==> config.mk <==
export PLATFORM = sky130hd
export DESIGN_NAME = msx_audio_mixer
export DESIGN_NICKNAME = d
export VERILOG_FILES = /design/src/rtl/msx_audio_mixer.sv
export SDC_FILE = /design/constraint.sdc
export NUM_CORES = 1
export LEC_CHECK = 0
export CAP_MARGIN = 0
export CORE_ASPECT_RATIO = 0.5
export CORE_UTILIZATION = 54
export CTS_BUF_LIST = sky130_fd_sc_hd__clkbuf_8
export DETAILED_ROUTE_END_ITERATION = 8
export GPL_ROUTABILITY_DRIVEN = 1
export PLACE_DENSITY_LB_ADDON = 0.2
export REMOVE_ABC_BUFFERS = 1
export SETUP_SLACK_MARGIN = 0.05
export SLEW_MARGIN = 10
export SYNTH_ARGS = -nofsm -noshare
export SYNTH_HDL_FRONTEND = slang
export SYNTH_SLANG_ARGS = --single-unit
==> constraint.sdc <==
create_clock -name clk21m -period 8.75 [get_ports clk21m]
set_clock_uncertainty 0.1 [all_clocks]
set_input_delay 1.75 -clock clk21m [delete_from_list [all_inputs] [get_ports clk21m]]
set_output_delay 1.75 -clock clk21m [all_outputs]
set_load 0.03 [all_outputs]
==> src/rtl/msx_audio_mixer.sv <==
// Time-multiplexed N-channel signed mixer: per-channel gain/mute, one MAC per cycle, saturating output.
// Latency: NUM_CH+1 clk21m edges from the sampled strobe to the audio_out update (valid pulse).
// Backpressure: none; a strobe arriving while busy is dropped and latches the sticky overrun flag.
module msx_audio_mixer #(
  parameter int NUM_CH     = 4,
  parameter int IN_W       = 16,
  parameter int OUT_W      = 16,
  parameter int GAIN_W     = 4,
  parameter int GAIN_SHIFT = 2
) (
  input  logic                     clk21m,
  input  logic                     reset_n,
  input  logic                     sample_stb,
  input  logic [NUM_CH*IN_W-1:0]   ch_data,
  input  logic [NUM_CH*GAIN_W-1:0] ch_gain,
  input  logic [NUM_CH-1:0]        ch_mute,
  output logic                     busy,
  output logic [OUT_W-1:0]         audio_out,
  output logic                     audio_valid,
  output logic                     clip,
  output logic                     overrun
);

  // Accumulator is wide enough that the full-scale sum of all channels never wraps.
  localparam int AW = IN_W + GAIN_W + 1 + $clog2(NUM_CH);
  localparam int IW = (NUM_CH > 1) ? $clog2(NUM_CH) : 1;
  localparam logic [IW-1:0] LAST_IDX = IW'(NUM_CH - 1);
  localparam logic signed [AW-1:0] MAX_S = {{(AW-OUT_W+1){1'b0}}, {(OUT_W-1){1'b1}}};
  localparam logic signed [AW-1:0] MIN_S = {{(AW-OUT_W+1){1'b1}}, {(OUT_W-1){1'b0}}};

  typedef enum logic [1:0] {IDLE, ACC, SAT} state_t;

  state_t                     state_q, state_d;
  logic [IW-1:0]              idx_q, idx_d;
  logic signed [AW-1:0]       acc_q, acc_d;
  logic [NUM_CH*IN_W-1:0]     data_q, data_d;
  logic [NUM_CH*GAIN_W-1:0]   gain_q, gain_d;
  logic [NUM_CH-1:0]          mute_q, mute_d;
  logic [OUT_W-1:0]           out_q, out_d;
  logic                       clip_q, clip_d;
  logic                       valid_q, valid_d;
  logic                       ovr_q, ovr_d;

  logic signed [IN_W-1:0]     cur_data;
  logic [GAIN_W-1:0]          cur_gain;
  logic                       cur_mute;
  logic signed [AW-1:0]       ext_data, ext_gain, prod, shifted;

  // Select the current channel from the snapshot and form its signed x unsigned product.
  always_comb begin
    cur_data = data_q[idx_q*IN_W +: IN_W];
    cur_gain = gain_q[idx_q*GAIN_W +: GAIN_W];
    cur_mute = mute_q[idx_q];
    ext_data = {{(AW-IN_W){cur_data[IN_W-1]}}, cur_data};
    ext_gain = {{(AW-GAIN_W){1'b0}}, cur_gain};
    prod     = ext_data * ext_gain;
    shifted  = acc_q >>> GAIN_SHIFT;
  end

  // Next-state and datapath updates for the IDLE -> ACC -> SAT sequence.
  always_comb begin
    state_d = state_q;
    idx_d   = idx_q;
    acc_d   = acc_q;
    data_d  = data_q;
    gain_d  = gain_q;
    mute_d  = mute_q;
    out_d   = out_q;
    clip_d  = clip_q;
    valid_d = 1'b0;
    ovr_d   = ovr_q;
    if (sample_stb && (state_q != IDLE)) ovr_d = 1'b1;
    case (state_q)
      IDLE: begin
        if (sample_stb) begin
          data_d  = ch_data;
          gain_d  = ch_gain;
          mute_d  = ch_mute;
          acc_d   = '0;
          idx_d   = '0;
          state_d = ACC;
        end
      end
      ACC: begin
        acc_d = cur_mute ? acc_q : (acc_q + prod);
        idx_d = idx_q + IW'(1);
        if (idx_q == LAST_IDX) state_d = SAT;
      end
      SAT: begin
        // Arithmetic shift drops the gain fraction (rounds toward -inf), then clamp.
        if (shifted > MAX_S) begin
          out_d  = MAX_S[OUT_W-1:0];
          clip_d = 1'b1;
        end else if (shifted < MIN_S) begin
          out_d  = MIN_S[OUT_W-1:0];
          clip_d = 1'b1;
        end else begin
          out_d  = shifted[OUT_W-1:0];
          clip_d = 1'b0;
        end
        valid_d = 1'b1;
        state_d = IDLE;
      end
      default: state_d = IDLE;
    endcase
  end

  // State and datapath registers; reset aborts any sample in flight.
  always_ff @(posedge clk21m or negedge reset_n) begin
    if (!reset_n) begin
      state_q <= IDLE;
      idx_q   <= '0;
      acc_q   <= '0;
      data_q  <= '0;
      gain_q  <= '0;
      mute_q  <= '0;
      out_q   <= '0;
      clip_q  <= 1'b0;
      valid_q <= 1'b0;
      ovr_q   <= 1'b0;
    end else begin
      state_q <= state_d;
      idx_q   <= idx_d;
      acc_q   <= acc_d;
      data_q  <= data_d;
      gain_q  <= gain_d;
      mute_q  <= mute_d;
      out_q   <= out_d;
      clip_q  <= clip_d;
      valid_q <= valid_d;
      ovr_q   <= ovr_d;
    end
  end

  assign busy        = (state_q != IDLE);
  assign audio_out   = out_q;
  assign audio_valid = valid_q;
  assign clip        = clip_q;
  assign overrun     = ovr_q;

endmodule

* Yosys cells after proc, flatten, opt, wreduce, memory -nomap -nowiden
Index checks and enable logic that the tools add are counted.
Operators by class: $mul 1, shift operators 2, order comparisons 3, reduce and logical (&&, ||, !) cells 8, equal/unequal tests 6, multiplexer cells 15, $add $sub $neg 2
Operator list (number):
- $shiftx 64x7->16 | 1
- $mux 23 | 2
- $pmux 23 s2 | 1
- $mux 16 | 2
- $add 23x21->23 | 1
- $gt 21x16->1 const B | 1
- $lt 21x16->1 const B | 1
- $mul 16x5->21 | 1
- $shiftx 16x5->4 | 1
- $pmux 2 s2 | 2
- $mux 2 | 3
- $ne 2x2->1 const B | 3
- $reduce_and 2->1 | 3
- $eq 2x2->1 const B | 2
- $mux 1 | 4
- $reduce_bool 2->1 | 2
- $lt 2x3->1 const B | 1
- $reduce_and 3->1 | 1
- $add 2x1->2 const B | 1
- $bmux 1 s2 | 1
- $eq 2x1->1 const B | 1
- $logic_not 2->1 | 1
- $logic_and 1x1->1 | 1
Word-level totals: output and inout bits 20, logic and storage cells 47, bits in registers 130

* Logic depth before layout (Yosys ltp)
depth after elaboration 5, mapped depth 18, depth with buffers taken out 16

* Worst setup path before layout
Ideal clock, no wire load.
path kind flip-flop to flip-flop, start register idx_q[0], end register acc_q[10], required time 8581 ps, path slack 3650 ps, data arrival time 4931 ps, stages on the path, launching flop included 18, period minus slack after synthesis 5100 ps, cell sequence dfrtp_1 buf_6 buf_2 buf_4 mux4_2 and2_1 fa_1 inv_1 fa_1 fa_1 inv_1 ha_1 nor2b_4 o31a_2 o21a_1 o21a_1 or4_1 nand3_1
On the way: longest elaborated chain between the ends 5, elaborated cells between the ends (all ways) 10
RTL lines:
- start, declared | RTL line 34 | logic [IW-1:0] idx_q, idx_d;
- start signal, assigned | RTL line 123 | idx_q <= idx_d;
- $shiftx 64x7->16 / $shiftx 16x5->4 (equally long branches) | RTL line 51, 52
- $mul 16x5->21 | RTL line 56 | prod = ext_data * ext_gain;
- $add 23x21->23 | RTL line 85 | acc_d = cur_mute ? acc_q : (acc_q + prod);
- $mux 23 | RTL line 85
- $pmux 23 s2 | RTL line 73 | case (state_q)
- end signal, assigned | RTL line 113 | acc_q <= '0;
- end signal, assigned | RTL line 124 | acc_q <= acc_d;
- end, declared | RTL line 35 | logic signed [AW-1:0] acc_q, acc_d;
Parallel ways exist; a longest one is shown, timed or not. The select of a mux whose other input is x is not followed. A chain may end at the register's enable or synchronous reset.

* Worst setup path in the final report
start register idx_q[0], end register acc_q[19]
Same word-level chain as after synthesis.

==> impl_metrics.env <==
export IMPL_finalNetCount=1242
export IMPL_endpoint_kind="flip-flop"
export IMPL_slew_headroom=0.2141
export IMPL_outcome="completed"
export IMPL_cts_tree="yes"
export IMPL_grtUsageMet3=0.03574
export IMPL_antenna_cells=0
export IMPL_worstMarginPinSlew_ps=1171
export IMPL_multi_input_area_mm2=0.004943
export IMPL_reg2reg_depth=15
export IMPL_crit_family="adder cells"
export IMPL_routed_via_density=5.235
export IMPL_cp_arrival_ps=5960
export IMPL_synth_cells=963
export IMPL_drive_above_1_share=0.07136
export IMPL_reg2reg_from="idx_q[0]"
export IMPL_yosys_top_cells_area="dfrtp_1, fa_1, nand2_1"
export IMPL_insertion_delay_ps=460
export IMPL_critPathSlowestCell="mux4_2"
export IMPL_hold_path_endpoint="data_q[61]"
export IMPL_track_usage=0.2543
export IMPL_place_hpwl_um=14940
export IMPL_hold_viol_final=0
export IMPL_use_met2=0.4128
export IMPL_area_delta_synth_final_pct=18.31
export IMPL_cts_max_level=4
export IMPL_syn_avg_cell_area_um2=9.126
export IMPL_first_pass_iters=5
export IMPL_drc=0
export IMPL_numCtsBuffers=17
export IMPL_finalSetupViolCount=0
export IMPL_worstPathMaxFanout=17
export IMPL_synth_main_ff_cell="dfrtp_1"
export IMPL_rr_endpoint="acc_q[19]"
export IMPL_yosys_register_bits=130
export IMPL_fin_util=0.6642
export IMPL_period_minus_slack_ps=5690
export IMPL_critPathKind="reg -> reg"
export IMPL_place_congestion=0.8769
export IMPL_grt_antenna_before_repair=0
export IMPL_design_core_area_mm2=0.01566
export IMPL_fmax_ghz=0.1758
export IMPL_ant_nets=0
export IMPL_grt_pass1_wl_um=33400
export IMPL_busiest_layer="met2"
export IMPL_final_seq_area_mm2=0.003253
export IMPL_fin_crit_sh=0.6502
export IMPL_start_kind="flip-flop"
export IMPL_crit_start="idx_q[0]"
export IMPL_ff2ff_setup_slack_ps=3060
export IMPL_synth_area_mm2=0.008788
export IMPL_yosys_area_top_type="dfrtp_1"
export IMPL_cp_required_ps=9020
export IMPL_clk_pin_slew_worst_paths_ps=100
export IMPL_clock_root_buffer="clkbuf_8"
export IMPL_routedWlPerCell_um=15.25
export IMPL_synth_edf_count=0
export IMPL_drv_slew=0
export IMPL_clock_path_buffers=2
export IMPL_min_delay_path_depth=2
export IMPL_layout_common_cells="nand2_1, dfrtp_1, inv_1, clkdlybuf4s50_1, and2_1"
export IMPL_async_flop_share=1.000
export IMPL_die_area_mm2=0.01682
export IMPL_grt_ovfl_total=0
export IMPL_grt_met1_usage=0.3646
export IMPL_cts_resized=0
export IMPL_hold_buffers=0
export IMPL_start_util=0.5614
export IMPL_drv_cap=0
export IMPL_fill_cells=1262
export IMPL_worst_path_buf_inv=3
export IMPL_hold_start="data_q[61]"
export IMPL_rows=32
export IMPL_grt_pass1_vias=6733
export IMPL_synth_distinct_cells=55
export IMPL_path_common_cell="fa_1"
export IMPL_rsz0062_at_grt="false"
export IMPL_wirelength_um=19610
export IMPL_die_w_um=182.4
export IMPL_fin_tns_setup_ps=0
export IMPL_via_count=6732
export IMPL_worstHoldPathType="reg -> reg"
export IMPL_ios=107
export IMPL_cts_setup_buffers=0
export IMPL_clock_sinks=130
export IMPL_cp_slowest_stage_delay_ps=730
export IMPL_die_y_um=92.21
export IMPL_synth_top_area_frac=0.3702
export IMPL_path_cells="buf_4 > mux4_2 > and2_1 > fa_1 > fa_1 > inv_1 > fa_1 > inv_1 > ha_1 > and2_1 > and3_1 > a221oi_2 > a21oi_1 > o21a_1 > o31ai_1"
export IMPL_synth_warnings=0
export IMPL_layout_commonest_cell="nand2_1"
export IMPL_grt_start_max_net_pins=79
export IMPL_yosysSeqAreaShare=0.3702
export IMPL_io_buffers=106
export IMPL_drtIter0Drc=337
-- metrics by stage --
step | setup WS, ps | cell area [um2] | cells | hold WS (ps)
floorplan | 3404 | 8601 | 920 | 340.3
detailed placement | 3020 | 9997 | 1254 | 358.0
CTS | 2985 | 10400 | 1286 | 379.0
global placement | 3123 | 9997 | 1254 | 349.8
global route | 2669 | 10400 | 1286 | 400.8
finish | 3060 | 10400 | 1286 | 375.0
-- worst reg2reg max path, cell delays in order, from the launching register on --
cell and delay (ps):
dfrtp_1 670, buf_4 410, mux4_2 740, and2_1 390, fa_1 530, fa_1 510, inv_1 60, fa_1 540
inv_1 40, ha_1 350, and2_1 220, and3_1 210, a221oi_2 320, a21oi_1 150, o21a_1 190, o31ai_1 200
-- worst max-delay path by stage --
stage | to | slack, ps | cells after the start
after CTS | acc_q[19] | 2980 | 15
after floorplan | acc_q[10] | 3400 | 14
after detailed placement | acc_q[19] | 3020 | 15
after global routing | acc_q[19] | 2670 | 15
after global placement | acc_q[19] | 3120 | 15
final | acc_q[19] | 3060 | 15
-- state kept, by name, indices dropped and copies added, names as in the netlist --
name,flops
acc_q,23
mute_q,4
state_q,2
idx_q,2
audio_valid,1
clip,1
audio_out,16
gain_q,16
data_q,64
overrun,1
-- cell type report --
| cell class | count | area share |
|---|---|---|
| multi-input combinational | 680 | 0.4754 |
| sequential | 130 | 0.3129 |
| tap | 221 | 0.02659 |
| timing repair buffer | 113 | 0.1069 |
| inverter | 110 | 0.03971 |
| clock buffer | 17 | 0.02250 |
| clock inverter | 15 | 0.01600 |
-- metal layers --
metal / vias up / wire [um]
met1: 3291 / 9612
met3: 15 / 690
met4: 0 / 136
met2: 146 / 9175
met5: - / 0
li1: 3280 / -
-- cell families after synthesis --
group,Yosys count,synth area share
AND/OR/NAND/NOR,423,0.2120
buffers and inverters,153,0.06834
flip-flops,130,0.3702
AO/OA/AOI/OAI,119,0.08685
adder cells (fa/ha/maj),103,0.1945
multiplexers,23,0.05624
XOR/XNOR,12,0.01196
-- synthesized netlist by cell type (8+ instances only) --
library cell  number
clkbuf_1          28
ha_1              47
nor2_1            12
nand2_1          293
o21ai_0           34
dfrtp_1          130
and2_1            63
nand3_1           26
a21oi_1           33
fa_1              56
buf_1              8
inv_1            110
mux4_2            21
o21a_1             8
Power is not shown: default switching activity piles up to over one toggle a cycle in this logic, so the estimate is an artifact.
